`config.mk`:
```
export PLATFORM = sky130hd
export DESIGN_NAME = msi_bus_arbiter_flat
export DESIGN_NICKNAME = d
export VERILOG_FILES = /design/src/rtl/msi_bus_arbiter_if.sv /design/src/rtl/msi_bus_arbiter.sv /design/src/flat_wrapper.sv
export SDC_FILE = /design/constraint.sdc
export NUM_CORES = 1
export LEC_CHECK = 0
export ABC_AREA = 1
export CAP_MARGIN = 25
export CORE_ASPECT_RATIO = 0.7
export CORE_MARGIN = 2
export CORE_UTILIZATION = 49
export DETAILED_ROUTE_END_ITERATION = 10
export GPL_ROUTABILITY_DRIVEN = 0
export HOLD_SLACK_MARGIN = 0.1
export PLACE_DENSITY = 0.85
export SYNTH_ARGS = -nofsm -noshare
export SYNTH_HDL_FRONTEND = slang
export SYNTH_SLANG_ARGS = --single-unit
```
`constraint.sdc`:
```
create_clock -name clk_i -period 1.82 [get_ports clk_i]
set_clock_uncertainty 0.15 [all_clocks]
set_input_delay 0.273 -clock clk_i [delete_from_list [all_inputs] [get_ports clk_i]]
set_output_delay 0.273 -clock clk_i [all_outputs]
set_load 0.1 [all_outputs]
```
`src/rtl/msi_bus_arbiter_if.sv`:
```
// Snooping bus bundle between the private caches and the MSI bus arbiter.
// Per-cache request fields are flat vectors; cache k occupies slice k of each.
interface msi_bus_arbiter_if #(
  parameter int unsigned NUM_CPUS = 2,
  parameter int unsigned ADDR_W   = 1
);
  logic [NUM_CPUS-1:0]        req_i;
  logic [3*NUM_CPUS-1:0]      msg_i;
  logic [ADDR_W*NUM_CPUS-1:0] addr_i;
  logic [NUM_CPUS-1:0]        flush_i;
  logic [NUM_CPUS-1:0]        grant_o;
  logic [2:0]                 bus_msg_o;
  logic [ADDR_W-1:0]          bus_addr_o;
  logic                       data_valid_o;
  logic                       done_o;
  logic                       err_o;

  // Cache side: issues requests and snoop responses, observes the bus.
  modport master (
    output req_i, msg_i, addr_i, flush_i,
    input  grant_o, bus_msg_o, bus_addr_o, data_valid_o, done_o, err_o
  );

  // Arbiter side.
  modport slave (
    input  req_i, msg_i, addr_i, flush_i,
    output grant_o, bus_msg_o, bus_addr_o, data_valid_o, done_o, err_o
  );
endinterface

```
`src/rtl/msi_bus_arbiter.sv`:
```
// MSI snooping bus arbiter: round-robin grant among eligible caches, one-cycle
// snoop broadcast, cache-to-cache flush or fixed-latency memory fill, then a
// one-cycle completion to the owner. All outputs come straight from registers.
module msi_bus_arbiter #(
  parameter int unsigned NUM_CPUS = 2,
  parameter int unsigned ADDR_W   = 1,
  parameter int unsigned MEM_LAT  = 4
) (
  input logic             clk_i,
  input logic             rst_i,
  msi_bus_arbiter_if.slave bus
);

  localparam int unsigned PTR_W = (NUM_CPUS > 1) ? $clog2(NUM_CPUS) : 1;
  localparam int unsigned CNT_W = (MEM_LAT  > 1) ? $clog2(MEM_LAT)  : 1;

  typedef enum logic [2:0] {
    MSG_IDLE  = 3'd0,
    MSG_RD    = 3'd1,
    MSG_RDX   = 3'd2,
    MSG_UPGR  = 3'd3,
    MSG_FLUSH = 3'd4
  } msg_e;

  typedef enum logic [1:0] {
    ST_IDLE,
    ST_SNOOP,
    ST_WAIT_MEM,
    ST_RESP
  } state_e;

  state_e              state_q;
  logic [PTR_W-1:0]    ptr_q;
  logic [PTR_W-1:0]    owner_q;
  logic [CNT_W-1:0]    cnt_q;
  logic [2:0]          msg_q;
  logic [ADDR_W-1:0]   addr_q;
  logic [NUM_CPUS-1:0] grant_q;
  logic [2:0]          bus_msg_q;
  logic                dv_q;
  logic                done_q;
  logic                err_q;

  logic [2:0]          req_msg  [NUM_CPUS];
  logic [ADDR_W-1:0]   req_addr [NUM_CPUS];
  logic [NUM_CPUS-1:0] elig;
  logic [NUM_CPUS-1:0] flush_f;
  logic                found;
  logic [PTR_W-1:0]    pick;
  int unsigned         scan_idx;

  // Only RD, RDX and UPGR are requests the bus can carry.
  function automatic logic is_bus_req(input logic [2:0] m);
    return (m == MSG_RD) || (m == MSG_RDX) || (m == MSG_UPGR);
  endfunction

  function automatic logic [NUM_CPUS-1:0] onehot(input logic [PTR_W-1:0] idx);
    logic [NUM_CPUS-1:0] v;
    v      = '0;
    v[idx] = 1'b1;
    return v;
  endfunction

  // Split the flat request vectors per cache and mark eligible requesters.
  always_comb begin
    for (int unsigned k = 0; k < NUM_CPUS; k++) begin
      req_msg[k]  = bus.msg_i[3*k +: 3];
      req_addr[k] = bus.addr_i[ADDR_W*k +: ADDR_W];
      elig[k]     = bus.req_i[k] && is_bus_req(bus.msg_i[3*k +: 3]);
    end
  end

  // Round-robin pick: first eligible index scanning upward from ptr, wrapping.
  always_comb begin
    found    = 1'b0;
    pick     = '0;
    scan_idx = 0;
    for (int unsigned i = 0; i < NUM_CPUS; i++) begin
      scan_idx = 32'(ptr_q) + i;
      if (scan_idx >= NUM_CPUS) begin
        scan_idx = scan_idx - NUM_CPUS;
      end
      if (!found && elig[PTR_W'(scan_idx)]) begin
        found = 1'b1;
        pick  = PTR_W'(scan_idx);
      end
    end
  end

  // Snoop responses from caches other than the owner; grant_q is onehot(owner)
  // throughout SNOOP, so it doubles as the owner mask.
  always_comb begin
    flush_f = bus.flush_i & ~grant_q;
  end

  // Transaction FSM; outputs are registered alongside the state so each one is
  // set on entry to the state that shows it and cleared on exit.
  always_ff @(posedge clk_i or negedge rst_i) begin
    if (!rst_i) begin
      state_q   <= ST_IDLE;
      ptr_q     <= '0;
      owner_q   <= '0;
      cnt_q     <= '0;
      msg_q     <= '0;
      addr_q    <= '0;
      grant_q   <= '0;
      bus_msg_q <= '0;
      dv_q      <= 1'b0;
      done_q    <= 1'b0;
      err_q     <= 1'b0;
    end else begin
      done_q <= 1'b0;
      dv_q   <= 1'b0;
      case (state_q)
        ST_IDLE: begin
          if (found) begin
            owner_q   <= pick;
            msg_q     <= req_msg[pick];
            addr_q    <= req_addr[pick];
            grant_q   <= onehot(pick);
            bus_msg_q <= req_msg[pick];
            state_q   <= ST_SNOOP;
          end
        end
        ST_SNOOP: begin
          bus_msg_q <= '0;
          if (msg_q == MSG_UPGR) begin
            done_q  <= 1'b1;
            state_q <= ST_RESP;
          end else if (flush_f != '0) begin
            if ($countones(flush_f) > 1) begin
              err_q <= 1'b1;
            end
            done_q  <= 1'b1;
            dv_q    <= (msg_q == MSG_RD) || (msg_q == MSG_RDX);
            state_q <= ST_RESP;
          end else begin
            cnt_q   <= CNT_W'(MEM_LAT - 1);
            state_q <= ST_WAIT_MEM;
          end
        end
        ST_WAIT_MEM: begin
          if (cnt_q == '0) begin
            done_q  <= 1'b1;
            dv_q    <= (msg_q == MSG_RD) || (msg_q == MSG_RDX);
            state_q <= ST_RESP;
          end else begin
            cnt_q <= cnt_q - 1'b1;
          end
        end
        ST_RESP: begin
          grant_q <= '0;
          ptr_q   <= (owner_q == PTR_W'(NUM_CPUS - 1)) ? '0 : owner_q + 1'b1;
          state_q <= ST_IDLE;
        end
        default: begin
          state_q <= ST_IDLE;
        end
      endcase
    end
  end

  assign bus.grant_o      = grant_q;
  assign bus.bus_msg_o    = bus_msg_q;
  assign bus.bus_addr_o   = addr_q;
  assign bus.data_valid_o = dv_q;
  assign bus.done_o       = done_q;
  assign bus.err_o        = err_q;

endmodule

```
`src/flat_wrapper.sv`:
```
// flat-port wrapper written by rule: the top's interface ports become plain ports
module msi_bus_arbiter_flat 
#(
  parameter int unsigned NUM_CPUS = 2,
  parameter int unsigned ADDR_W   = 1,
  parameter int unsigned MEM_LAT  = 4
)
  (clk_i, rst_i, bus_req_i, bus_msg_i, bus_addr_i, bus_flush_i, bus_grant_o, bus_bus_msg_o, bus_bus_addr_o, bus_data_valid_o, bus_done_o, bus_err_o);
  msi_bus_arbiter_if #(.NUM_CPUS(NUM_CPUS), .ADDR_W(ADDR_W)) bus_i ();
  input logic clk_i;
  input logic rst_i;
  input wire logic [$bits(bus_i.req_i)-1:0] bus_req_i;
  input wire logic [$bits(bus_i.msg_i)-1:0] bus_msg_i;
  input wire logic [$bits(bus_i.addr_i)-1:0] bus_addr_i;
  input wire logic [$bits(bus_i.flush_i)-1:0] bus_flush_i;
  output wire logic [$bits(bus_i.grant_o)-1:0] bus_grant_o;
  output wire logic [$bits(bus_i.bus_msg_o)-1:0] bus_bus_msg_o;
  output wire logic [$bits(bus_i.bus_addr_o)-1:0] bus_bus_addr_o;
  output wire logic [$bits(bus_i.data_valid_o)-1:0] bus_data_valid_o;
  output wire logic [$bits(bus_i.done_o)-1:0] bus_done_o;
  output wire logic [$bits(bus_i.err_o)-1:0] bus_err_o;
  assign bus_i.req_i = bus_req_i;
  assign bus_i.msg_i = bus_msg_i;
  assign bus_i.addr_i = bus_addr_i;
  assign bus_i.flush_i = bus_flush_i;
  assign bus_grant_o = bus_i.grant_o;
  assign bus_bus_msg_o = bus_i.bus_msg_o;
  assign bus_bus_addr_o = bus_i.bus_addr_o;
  assign bus_data_valid_o = bus_i.data_valid_o;
  assign bus_done_o = bus_i.done_o;
  assign bus_err_o = bus_i.err_o;
  msi_bus_arbiter #(.NUM_CPUS(NUM_CPUS), .ADDR_W(ADDR_W), .MEM_LAT(MEM_LAT)) u_core (.clk_i(clk_i), .rst_i(rst_i), .bus(bus_i));
endmodule
```
=== After elaboration in Yosys (flattened, before gate mapping) ===
Cells that the tools add are included.

* Bits in writable memories: 0
* Flip-flop bits (word level): 18
* Bits of input ports: 14
* Word-level logic and storage cells: 108
* Latch bits: 0
* Bits in read-only memories: 0
* Output and inout port bits: 9
* Memories kept: 0

* Shift operators: 0
* Bitwise gates (word level): 4
* $add $sub $neg: 6
* Reductions and logical operators: 22
* Order comparisons: 8
* Mux-type cells: 40
* Divide/modulo/power cells: 0
* Multiply operators: 0
* Eq/ne operators: 17

{| class="wikitable"
|+ Operators with widths
! cell !! number
|-
| greater-than comparator 32 x 2 -> 1 bit (second input constant) || 1
|-
| two-way mux 1 bit || 22
|-
| == test 3 x 2 -> 1 bit (second input constant) || 6
|-
| two-way mux 2 bit || 7
|-
| two-way mux 3 bit || 4
|-
| == test 3 x 1 -> 1 bit (second input constant) || 3
|-
| one-hot mux 2 bit (2 select lines) || 2
|-
| one-hot mux 2 bit (4 select lines) || 1
|-
| AND reduction 2 bit || 4
|-
| AND reduction 4 bit || 2
|-
| nonzero test 2 bit || 4
|-
| less-than comparator 1 x 2 -> 1 bit (second input constant) || 3
|-
| inequality test 2 bit (second input constant) || 3
|-
| one-hot mux 3 bit (2 select lines) || 1
|-
| logical OR 1 bit || 5
|-
| == test 2 bit (second input constant) || 2
|-
| >= comparator 2 bit (second input constant) || 2
|-
| logical AND 1 bit || 4
|-
| zero test 2 bit || 2
|-
| inequality test 2 x 1 -> 1 bit (second input constant) || 2
|-
| one-hot mux 1 bit (2 select lines) || 2
|-
| adder 1 x 1 -> 2 bit || 1
|-
| adder 1 x 1 -> 2 bit (second input constant) || 1
|-
| bitwise AND 2 bit || 1
|-
| other kinds (11) || 12
|}

=== Depth between registers and ports, before layout ===
* Word-level depth: 16
* Mapped depth: 8
* Gate-level depth less buffers: 8

=== Worst setup path before layout ===
Ideal clock, no wire load.

* Path type: flip-flop to flip-flop
* Start: register u_core.grant_q[0] (netlist: u_core.bus.grant_o[0])
* End: register u_core.cnt_q[1]
* Buffers on the path: 0
* Cell stages (with the launch flop): 8
* Required time: 1.554 ns
* Arrival time: 1.541 ns
* Setup time: 0.116 ns
* Slack: 0.013 ns
* Clock period less this slack: 1.807 ns
* Path through: dfrtp_1 -> inv_1 -> nand2_1 -> nand3_1 -> a21boi_2 -> nand2_1 -> nand2_1 -> nand2_1

* Cells in the longest elaborated chain, start to end: 5

{| class="wikitable"
|+ Ends and longest elaborated chain
! item !! RTL line !! RTL
|-
| from (decl) || msi_bus_arbiter.sv:38 || <nowiki>logic [NUM_CPUS-1:0] grant_q;</nowiki>
|-
| from (signal assigned) || msi_bus_arbiter.sv:120 || <nowiki>grant_q <= onehot(pick);</nowiki>
|-
| NOT 2 bit || msi_bus_arbiter.sv:93 || <nowiki>flush_f = bus.flush_i & ~grant_q;</nowiki>
|-
| bitwise AND 2 bit || msi_bus_arbiter.sv:93 ||
|-
| nonzero test 2 bit || msi_bus_arbiter.sv:130 || <nowiki>end else if (flush_f != '0) begin</nowiki>
|-
| inequality test 2 bit (no line) || n/a ||
|-
| AND reduction 4 bit (no line) || n/a ||
|-
| to (signal assigned) || msi_bus_arbiter.sv:138 || <nowiki>cnt_q <= CNT_W'(MEM_LAT - 1);</nowiki>
|-
| to (signal assigned) || msi_bus_arbiter.sv:148 || <nowiki>cnt_q <= cnt_q - 1'b1;</nowiki>
|-
| to (decl) || msi_bus_arbiter.sv:35 || <nowiki>logic [CNT_W-1:0] cnt_q;</nowiki>
|}

Every way passes these cells.
A chain may end at the register's enable or synchronous reset.

=== Final worst setup path ===
* Start: register u_core.state_q[0]
* End: register u_core.state_q[0]

* Cells in the longest elaborated chain, start to end: 3
* Elaborated cells on any way between the ends: 8
* Classes of those cells: eq/ne: 5; mux: 1; reduce/logical: 2

{| class="wikitable"
|+ Ends and longest elaborated chain
! item !! RTL line !! RTL
|-
| from (decl) || msi_bus_arbiter.sv:32 || <nowiki>state_e state_q;</nowiki>
|-
| from (signal assigned) || msi_bus_arbiter.sv:100 || <nowiki>state_q <= ST_IDLE;</nowiki>
|-
| from (signal assigned) || msi_bus_arbiter.sv:122 || <nowiki>state_q <= ST_SNOOP;</nowiki>
|-
| from (signal assigned) || msi_bus_arbiter.sv:129 || <nowiki>state_q <= ST_RESP;</nowiki>
|-
| == test 2 bit or zero test 2 bit (tied branches) || msi_bus_arbiter.sv:114 || <nowiki>case (state_q)</nowiki>
|-
| inequality test 2 x 1 -> 1 bit (no line) || n/a ||
|-
| AND reduction 2 bit (no line) || n/a ||
|}

Parallel ways exist; a longest one is shown, timed or not.

==> load_flow_metrics.sql <==
INSERT INTO impl_metrics (metric_group, metric, value, unit) VALUES
('final_layout', 'final_cell_count_no_fill', '176', ''),
('cts', 'postCtsSetupRepairBufs', '0', ''),
('job', 'cap_violations', '0', ''),
('pwr', 'vdd.ir_drop.worst', '0.923', 'mV'),
('timing', 'finalSetupViolCount', '0', ''),
('floorplanning', 'die_width', '58.6', 'microns'),
('cts', 'htree_num_levels', '1', ''),
('timing', 'timing_worst_slew_pin_value', '263', 'ps'),
('detailed_routing', 'detailedRoute.firstIterationViolations', '23', ''),
('pwr', 'sw_frac_of_total', '0.508', ''),
('yosys', 'postSynthAreaPerCell', '8.06', 'sq um'),
('floorplanning', 'die-area', '2480', 'sq um'),
('floorplanning', 'start_util', '0.533', ''),
('global_routing', 'globalRouteTotalUtil', '0.203', ''),
('detailed_routing', 'drc_errors', '1', ''),
('yosys', 'yosysSeqAreaShare', '0.440', ''),
('floorplanning', 'rows', '13', ''),
('place', 'standard_cell_area_after_detailed_placement', '1370', 'sq um'),
('yosys', 'synth_area', '1020', 'sq um'),
('yosys', 'largest_family_of_logic_cells_by_synthesized_area', 'simple AND/OR/NAND/NOR gates', ''),
('worst_setup_path', 'setup.worst_path.end_class', 'flip-flop', ''),
('timing', 'timing.hold.ws', '141', 'ps'),
('cts', 'insertion_delay', '290', 'ps'),
('hold_path', 'holdCritPathClass', 'input port to asynchronous set/reset pin', ''),
('floorplanning', 'coreArea', '1920', 'sq um'),
('worst_setup_path', 'number_of_cells_on_the_worst_reg_to_reg_path', '7', ''),
('timing', 'max_freq', '636', 'MHz'),
('final_layout', 'drive_gt1_frac', '0.169', ''),
('place', 'io_buffers', '22', ''),
('pwr', 'power.leakage', '0.745', 'nW'),
('timing', 'report.final.hold_viol_count', '0', ''),
('final_layout', 'final_common_cell', 'nand2_1', ''),
('pwr', 'p_switching', '1.30', 'mW'),
('cts', 'clk_pin_slew', '110', 'ps'),
('pwr', 'power.density_cell_area', '1810', 'nW/um^2'),
('timing', 'min_period', '1570', 'ps'),
('detailed_routing', 'wl_per_cell', '12.8', 'microns'),
('run_status', 'status', 'finished with violations', ''),
('final_layout', 'areaGrowthSynthToFinish', '37.3', '%'),
('floorplanning', 'die_h', '42.2', 'microns'),
('pwr', 'seq_power_share', '0.277', ''),
('worst_setup_path', 'worst-setup-path-type', 'flip-flop to flip-flop', ''),
('detailed_routing', 'count_of_antenna_violating_nets_left_after_detailed_routing', '0', ''),
('timing', 'finalSetupTns', '0', 'ps'),
('detailed_routing', 'drt-total-wl', '2260', 'microns'),
('yosys', 'synth-seq-cells', '18', ''),
('pwr', 'power.total', '2.55', 'mW'),
('pwr', 'clock_power_frac', '0.098', ''),
('worst_setup_path', 'worst_ep_arrival_time', '1660', 'ps'),
('detailed_routing', 'detailedRoute.firstPassIterationCount', '7', ''),
('timing', 'timing.final.crit_share', '0.864', ''),
('cts', 'cts_root_buf', 'clkbuf_4', ''),
('final_layout', 'most-common-layout-cells', 'nand2_1, inv_1, nand3_1, dfrtp_1, clkdlybuf4s50_1', ''),
('global_routing', 'first_global_vias', '861', ''),
('yosys', 'simple_gate_fraction_of_synth_area', '0.335', ''),
('worst_setup_path', 'r2r_slack', '250', 'ps'),
('place', 'placed_cells_incl_taps', '172', ''),
('cts', 'cts_repair_resize_count', '0', ''),
('worst_setup_path', 'critical_path_peak_fanout', '5', ''),
('global_routing', 'first_pass_grt_wire_length', '3810', 'microns'),
('yosys', 'synth-compound-area-share', '0.0844', ''),
('run_status', 'failed_checks', 'DRC', ''),
('yosys', 'post_synth_num_cell_types', '24', ''),
('global_routing', 'grt_max_degree', '19', ''),
('worst_setup_path', 'worst-endpoint-required', '1910', 'ps'),
('detailed_routing', 'via_count', '900', ''),
('worst_setup_path', 'reg2reg_to', 'u_core.state_q[0]', ''),
('cts', 'hold_buffers', '0', ''),
('timing', 'rsz0062_at_grt', 'false', ''),
('pwr', 'internal_cell_power', '1.25', 'mW'),
('yosys', 'synthesized_netlist_cell_count', '127', '');
==> worst max-delay path: stages (launching register included) <==
cell     delay [ps]
dfrtp_1         440
inv_1           120
ha_1            220
inv_1            60
or2_2           300
nand2_1         100
nand2_1          50
nand2_1          70
==> power by group through the flow <==
| stage | Clock, mW | Combinational (mW) | Sequential [mW] |
|---|---|---|---|
| after floorplan | 0 | 0.608 | 1.16 |
| after global placement | 0 | 1.55 | 0.704 |
| after detailed placement | 0 | 1.59 | 0.713 |
| after CTS | 0.257 | 1.59 | 0.705 |
| after global routing | 0.269 | 1.70 | 0.728 |
| final | 0.250 | 1.59 | 0.705 |
==> cells in the mapped netlist <==
| library cell | number | share of area |
|---|---|---|
| nand3_1 | 19 | 0.093 |
| a21oi_1 | 1 | 0.0049 |
| nand2_1 | 42 | 0.15 |
| or2_2 | 1 | 0.0061 |
| a21boi_2 | 1 | 0.011 |
| a21oi_4 | 1 | 0.016 |
| nand4_1 | 1 | 0.0061 |
| o211ai_1 | 1 | 0.0073 |
| dfrtp_1 | 18 | 0.44 |
| inv_1 | 20 | 0.073 |
| nor2_1 | 3 | 0.011 |
| nand2_4 | 1 | 0.011 |
| nand2_2 | 1 | 0.0061 |
| nand3b_4 | 1 | 0.020 |
| ha_1 | 5 | 0.061 |
| o21ai_2 | 1 | 0.0086 |
| a31o_2 | 1 | 0.0086 |
| nor2_4 | 1 | 0.011 |
| o21ai_0 | 3 | 0.015 |
| and3_2 | 1 | 0.0073 |
| a221oi_1 | 1 | 0.0086 |
| nand3_2 | 1 | 0.0098 |
| inv_4 | 1 | 0.0061 |
| o21ai_1 | 1 | 0.0049 |
==> per-layer routing <==
metal,track usage,wire length [microns],up-vias
met4,0.0455,32,0
li1,-,-,461
met2,0.315,999,18
met5,0,0,-
met1,0.275,1150,417
met3,0.0679,72,4
==> worst max-delay path by stage <==
stage	start	end	slack [ps]	depth (start not counted)
2_1_floorplan	u_core.bus.grant_o[0]	u_core.cnt_q[1]	10	7
3_3_place_gp	bus_msg_i[1]	u_core.msg_q[1]	120	9
3_5_place_dp	bus_msg_i[3]	u_core.msg_q[1]	70	8
4_1_cts	u_core.state_q[0]	u_core.state_q[0]	260	7
5_1_grt	u_core.state_q[1]	u_core.cnt_q[0]	150	6
6_report	u_core.state_q[0]	u_core.state_q[0]	250	7
==> sequential cells by signal (all words and copies together) (netlist names), 2 cells and up <==
| name | cells |
|---|---|
| u_core.cnt_q | 2 |
| u_core.state_q | 2 |
| u_core.bus.grant_o | 2 |
| u_core.msg_q | 3 |
| u_core.bus.bus_msg_o | 3 |
==> metrics by stage <==
stage,setup WS (ps),utilization
2_1_floorplan,12.7,-
3_3_place_gp,122,0.713
3_5_place_dp,75.0,0.713
4_1_cts,264,0.732
5_1_grt,149,0.732
6_report,248,0.732
==> cells by family after synthesis <==
family / Yosys count
simple gates: 72
compound gates: 11
buf+inv: 21
fa+ha+maj: 5
flops: 18
==> final cells by class <==
cell class	instances	area, sq um
fillers	146	514
multi-input cells	88	492
flip-flops and latches	18	450
repair buffers	23	318
inverters	21	81.3
clock buffers	4	36.3
well taps	22	27.5
(Power assumes the default switching activity.)
==> edit 1: new RTL, same flow settings <==
Encoding of `state_e`: now one-hot (4 bits for 4 states).
--- a/src/rtl/msi_bus_arbiter.sv
+++ b/src/rtl/msi_bus_arbiter.sv
@@ -23,9 +23,9 @@
   } msg_e;
 
-  typedef enum logic [1:0] {
-    ST_IDLE,
-    ST_SNOOP,
-    ST_WAIT_MEM,
-    ST_RESP
+  typedef enum logic [3:0] {
+    ST_IDLE     = 4'b0001,
+    ST_SNOOP    = 4'b0010,
+    ST_WAIT_MEM = 4'b0100,
+    ST_RESP     = 4'b1000
   } state_e;
 
Behaviour: same outputs for any inputs over 10 cycles, from zero or initial values and one cycle with rst_i low; not proved beyond that.
==> edit 1 against the unedited design <==
  * Sequential cell count grew 2
  * Setup slack gained 0.15 ns
  * Critical endpoint is now u_core.bus.bus_msg_o[1]$_DFFE_PN0P_
  * Wire length shrank 7.4%
  * Power shrank 13%
  * Critical path type unchanged
  * Worst hold slack lost 0.032 ns
  * Final area shrank 5.1%
  * Final cell count shrank 4.5%
  * Area after synthesis shrank 6.0%
==> edit 1: results (changes against the unedited design) <==
Routing
  • Met1 wire length: 911 µm (-21%)
  • First DRT Iteration DRCs: 11 (-52%)
  • DR pass1 iterations: 4 (-3)
  • Met2 WL: 1070 µm (+6.9%)
  • WL/cell: 12.4 µm (-3.0%)
  • DR WL met3: 80 µm (+11%)

Logic synthesis
  • Register area share after synthesis: 0.521 (+0.0814)
  • Compound-Gate Fraction of Synth Area: 0.0546 (-0.0297)
  • Most instantiated cells after synthesis: nand2_1, dfrtp_1, inv_1
  • Syn_nets: 134 (-8.2%)
  • Post-Synth Adder-Cell Area: 0.0130 (-0.0481)
  • Syn_area_per_cell: 8.09 µm² (+0.33%)

Global route
  • Largest net degree at the start of global routing: 13 (-6)
  • M1 GR Usage: 0.237 (-0.0382)
  • M3 GR Usage: 0.0631 (-0.00481)

Power and ir drop
  • VDD IR-drop max: 1.21 mV (+31%)
  • Static leakage: 0.000696 µW (-6.6%)

Place
  • Post-placement cell count: 164 (-4.7%)
  • HPWL Detailed: 1740 µm (-5.6%)

Worst setup path
  • Worst EP arrival: 1.51 ns (-0.15 ns)
  • Crit Path Max Fanout: 9 (+4)
  • Worst r2r src: u_core.state_q[0]$_DFFE_PN1P_
  • Worst Reg2Reg Path Length in Cells: 8 (+1)
  • Delay-heaviest family, CP: flip-flops

Final layout
  • Fillers: 143 (-2.1%)
  • Fin nets: 162 (-6.9%)

Status
  • Status: completed

Timing
  • Slew Limit Headroom: 0.739 (-0.0852)
## edit 1: changes by cell type in the layout (fill, tap and decap cells not counted), sizes merged, moves of 2 or more
cell   unedited run  this run
ha                5         1
nor2              4        12
inv              21        18
nand3            20        14
nand2            44        42
o21ai             5         7
## edit 1: cell type report
cell class	count	area, µm²	share of cell area
Multi-Input combinational cell	81	388	0.291
Sequential cell	20	502	0.376
Tap cell	22	27.5	0.0206
Clock buffer	4	26.3	0.0197
Timing Repair Buffer	23	318	0.238
Inverter	18	72.6	0.0544
## edit 1: how the worst max path moves through the flow
stage | start | endpoint | cells past startpoint
after floorplan | u_core.bus.grant_o[1]$_DFFE_PN0P_ | u_core.cnt_q[0]$_DFFE_PN0P_ | 7
after global placement | bus_req_i[0] | u_core.bus.bus_msg_o[1]$_DFFE_PN0P_ | 9
after detailed placement | bus_req_i[0] | u_core.bus.bus_msg_o[1]$_DFFE_PN0P_ | 8
after CTS | u_core.state_q[0]$_DFFE_PN1P_ | u_core.bus.bus_msg_o[1]$_DFFE_PN0P_ | 8
after global routing | u_core.state_q[0]$_DFFE_PN1P_ | u_core.bus.bus_msg_o[1]$_DFFE_PN0P_ | 8
final | u_core.state_q[0]$_DFFE_PN1P_ | u_core.bus.bus_msg_o[1]$_DFFE_PN0P_ | 8
## edit 1: stage by stage
step	area, µm²	hold WS (ns)	setup WS [ns]
floorplan	962	-0.173	0.00342
global placement	1310	0.300	0.199
detailed placement	1310	0.340	0.134
CTS	1330	0.119	0.391
global route	1330	0.138	0.279
finish	1330	0.109	0.400
## edit 1: kinds of logic after synthesis
group / Yosys count
simple gates: 70
flops: 20
buf+inv: 18
compound gates: 10
fa+ha+maj: 1
## edit 1: power by group
part | total, µW | switching [µW] | internal, µW
combinational | 1240 | 808 | 431
sequential | 763 | 156 | 607
clock | 209 | 123 | 85.2
==> edit 2: new RTL, same flow settings <==
Made on the original files. `MEM_LAT` is set to 4 in 2 places; all go to 8.
--- a/src/rtl/msi_bus_arbiter.sv
+++ b/src/rtl/msi_bus_arbiter.sv
@@ -5,5 +5,5 @@
   parameter int unsigned NUM_CPUS = 2,
   parameter int unsigned ADDR_W   = 1,
-  parameter int unsigned MEM_LAT  = 4
+  parameter int unsigned MEM_LAT  = 8
 ) (
   input logic             clk_i,
--- a/src/flat_wrapper.sv
+++ b/src/flat_wrapper.sv
@@ -4,5 +4,5 @@
   parameter int unsigned NUM_CPUS = 2,
   parameter int unsigned ADDR_W   = 1,
-  parameter int unsigned MEM_LAT  = 4
+  parameter int unsigned MEM_LAT  = 8
 )
   (clk_i, rst_i, bus_req_i, bus_msg_i, bus_addr_i, bus_flush_i, bus_grant_o, bus_bus_msg_o, bus_bus_addr_o, bus_data_valid_o, bus_done_o, bus_err_o);
Check against the original RTL: not equivalent (a bounded check fails within 10 cycles, from zero or initial values and one cycle with rst_i low).
==> edit 2 against the unedited design <==
  * Largest cell class unchanged
  * Critical endpoint is now u_core.cnt_q[0]$_DFFE_PN0P_
  * Critical path depth unchanged
  * Largest power group unchanged
  * Final cell count up 12%
  * Sequential cell count grew 1
  * Setup slack lost 0.051 ns
  * Power is 7.4% higher
  * Area after synthesis is 10% higher
  * Sequential share of layout area fell by 0.57 points
  * Final area up 7.5%
  * Wire length is 9.0% higher
  * Critical path type unchanged
==> edit 2: results (changes against the unedited design) <==
Logic synthesis
  • Ys flop type: dfrtp_1
  • Most instantiated cells after synthesis: nand2_1, inv_1, dfrtp_1
  • Register area share after synthesis: 0.422 (-0.0183)
  • Syn_nets: 159 (+8.9%)
  • Top cells by area, synth: dfrtp_1, nand2_1, inv_1

Global route
  • Global-route usage over all layers: 0.209 (+0.00674)
  • Largest net degree at the start of global routing: 20 (+1)
  • Vias in the first global route: 914 (+6.2%)
  • First-pass GRT wire length: 4170 µm (+9.4%)

Routing
  • Vias: 995 (+11%)
  • First DRT Iteration DRCs: 52 (+130%)
  • DR pass1 iterations: 4 (-3)
  • WL/cell: 12.5 µm (-2.7%)

Status
  • Status: completed

Worst setup path
  • Crit Path Max Fanout: 9 (+4)
  • Critical path's largest stage delay: 0.41 ns (-0.03 ns)
  • Delay-heaviest family, CP: flip-flops

Final layout
  • Layout cell share with drive strength beyond 1: 0.194 (+0.0251)
  • Fillers: 163 (+12%)
  • Fin nets: 186 (+6.9%)

Power and ir drop
  • VDD IR-drop max: 1.01 mV (+9.3%)
  • Static leakage: 0.000767 µW (+2.9%)

Place
  • Number of I/O port buffers: 22 (unchanged)
  • Dpl ws: 0.0967 ns (+0.0217 ns)
  • HPWL Detailed: 1940 µm (+5.4%)

Timing
  • Slew Limit Headroom: 0.841 (+0.0166)

Hold path
  • Min-delay worst type: in -> async
## edit 2: kinds of logic after synthesis
kind of cell | Yosys count | synth area share
simple gates | 71 | 0.307
fa+ha+maj | 6 | 0.0666
compound gates | 18 | 0.115
buf+inv | 24 | 0.0810
xor+xnor | 1 | 0.00777
flops | 19 | 0.422
## edit 2: routing by layer
layer / share of wire / track usage
met2: 0.46 / 0.323
met5: 0 / 0
met4: 0.0045 / 0.0383
met1: 0.48 / 0.299
met3: 0.055 / 0.0614
## edit 2: per-stage QoR
stage	hold WS, ns	utilization	std cells	cell area (µm²)
2_1_floorplan	-0.173	-	139	1130
3_3_place_gp	0.304	0.687	193	1480
3_5_place_dp	0.318	0.687	193	1480
4_1_cts	0.137	0.700	197	1510
5_1_grt	0.155	0.701	197	1510
6_report	0.134	0.701	197	1510
## edit 2: worst register-to-register path: cells and delay by family, from the launching register on
family / cells / cell delay (ns)
buffers and inverters: 2 / 0.25
adders and majority gates: 1 / 0.26
and+or+nand+nor: 3 / 0.23
AOI/OAI and AO/OA: 1 / 0.23
DFF: 1 / 0.41
## edit 2: final cells by class
cell class                      instances  area share
Multi-Input combinational cell         96       0.373
Sequential cell                        19       0.315
Inverter                               23      0.0572
Clock inverter                          1     0.00331
Tap cell                               32      0.0265
Timing Repair Buffer                   23       0.210
Clock buffer                            3      0.0149
## edit 2: path summary, 6_finish.rpt
path,start,end,slack [ns],depth (start not counted)
setup reg to reg,u_core.state_q[1]$_DFFE_PN0P_,u_core.cnt_q[0]$_DFFE_PN0P_,0.20,7
max in group asynchronous,rst_i,u_core.bus.bus_msg_o[0]$_DFFE_PN0P_,1.18,2
hold reg to reg,u_core.owner_q$_DFFE_PN0P_,u_core.ptr_q$_DFFE_PN0P_,0.34,1
setup / recovery,u_core.state_q[1]$_DFFE_PN0P_,u_core.cnt_q[0]$_DFFE_PN0P_,0.20,7
hold / removal,rst_i,u_core.bus.grant_o[0]$_DFFE_PN0P_,0.13,2
min in group clk_i,u_core.owner_q$_DFFE_PN0P_,u_core.ptr_q$_DFFE_PN0P_,0.34,1
## edit 2: where the power goes
part	internal [µW]	switching, µW
combinational	617	1140
clock	82.0	136
sequential	599	159
total	1300	1440
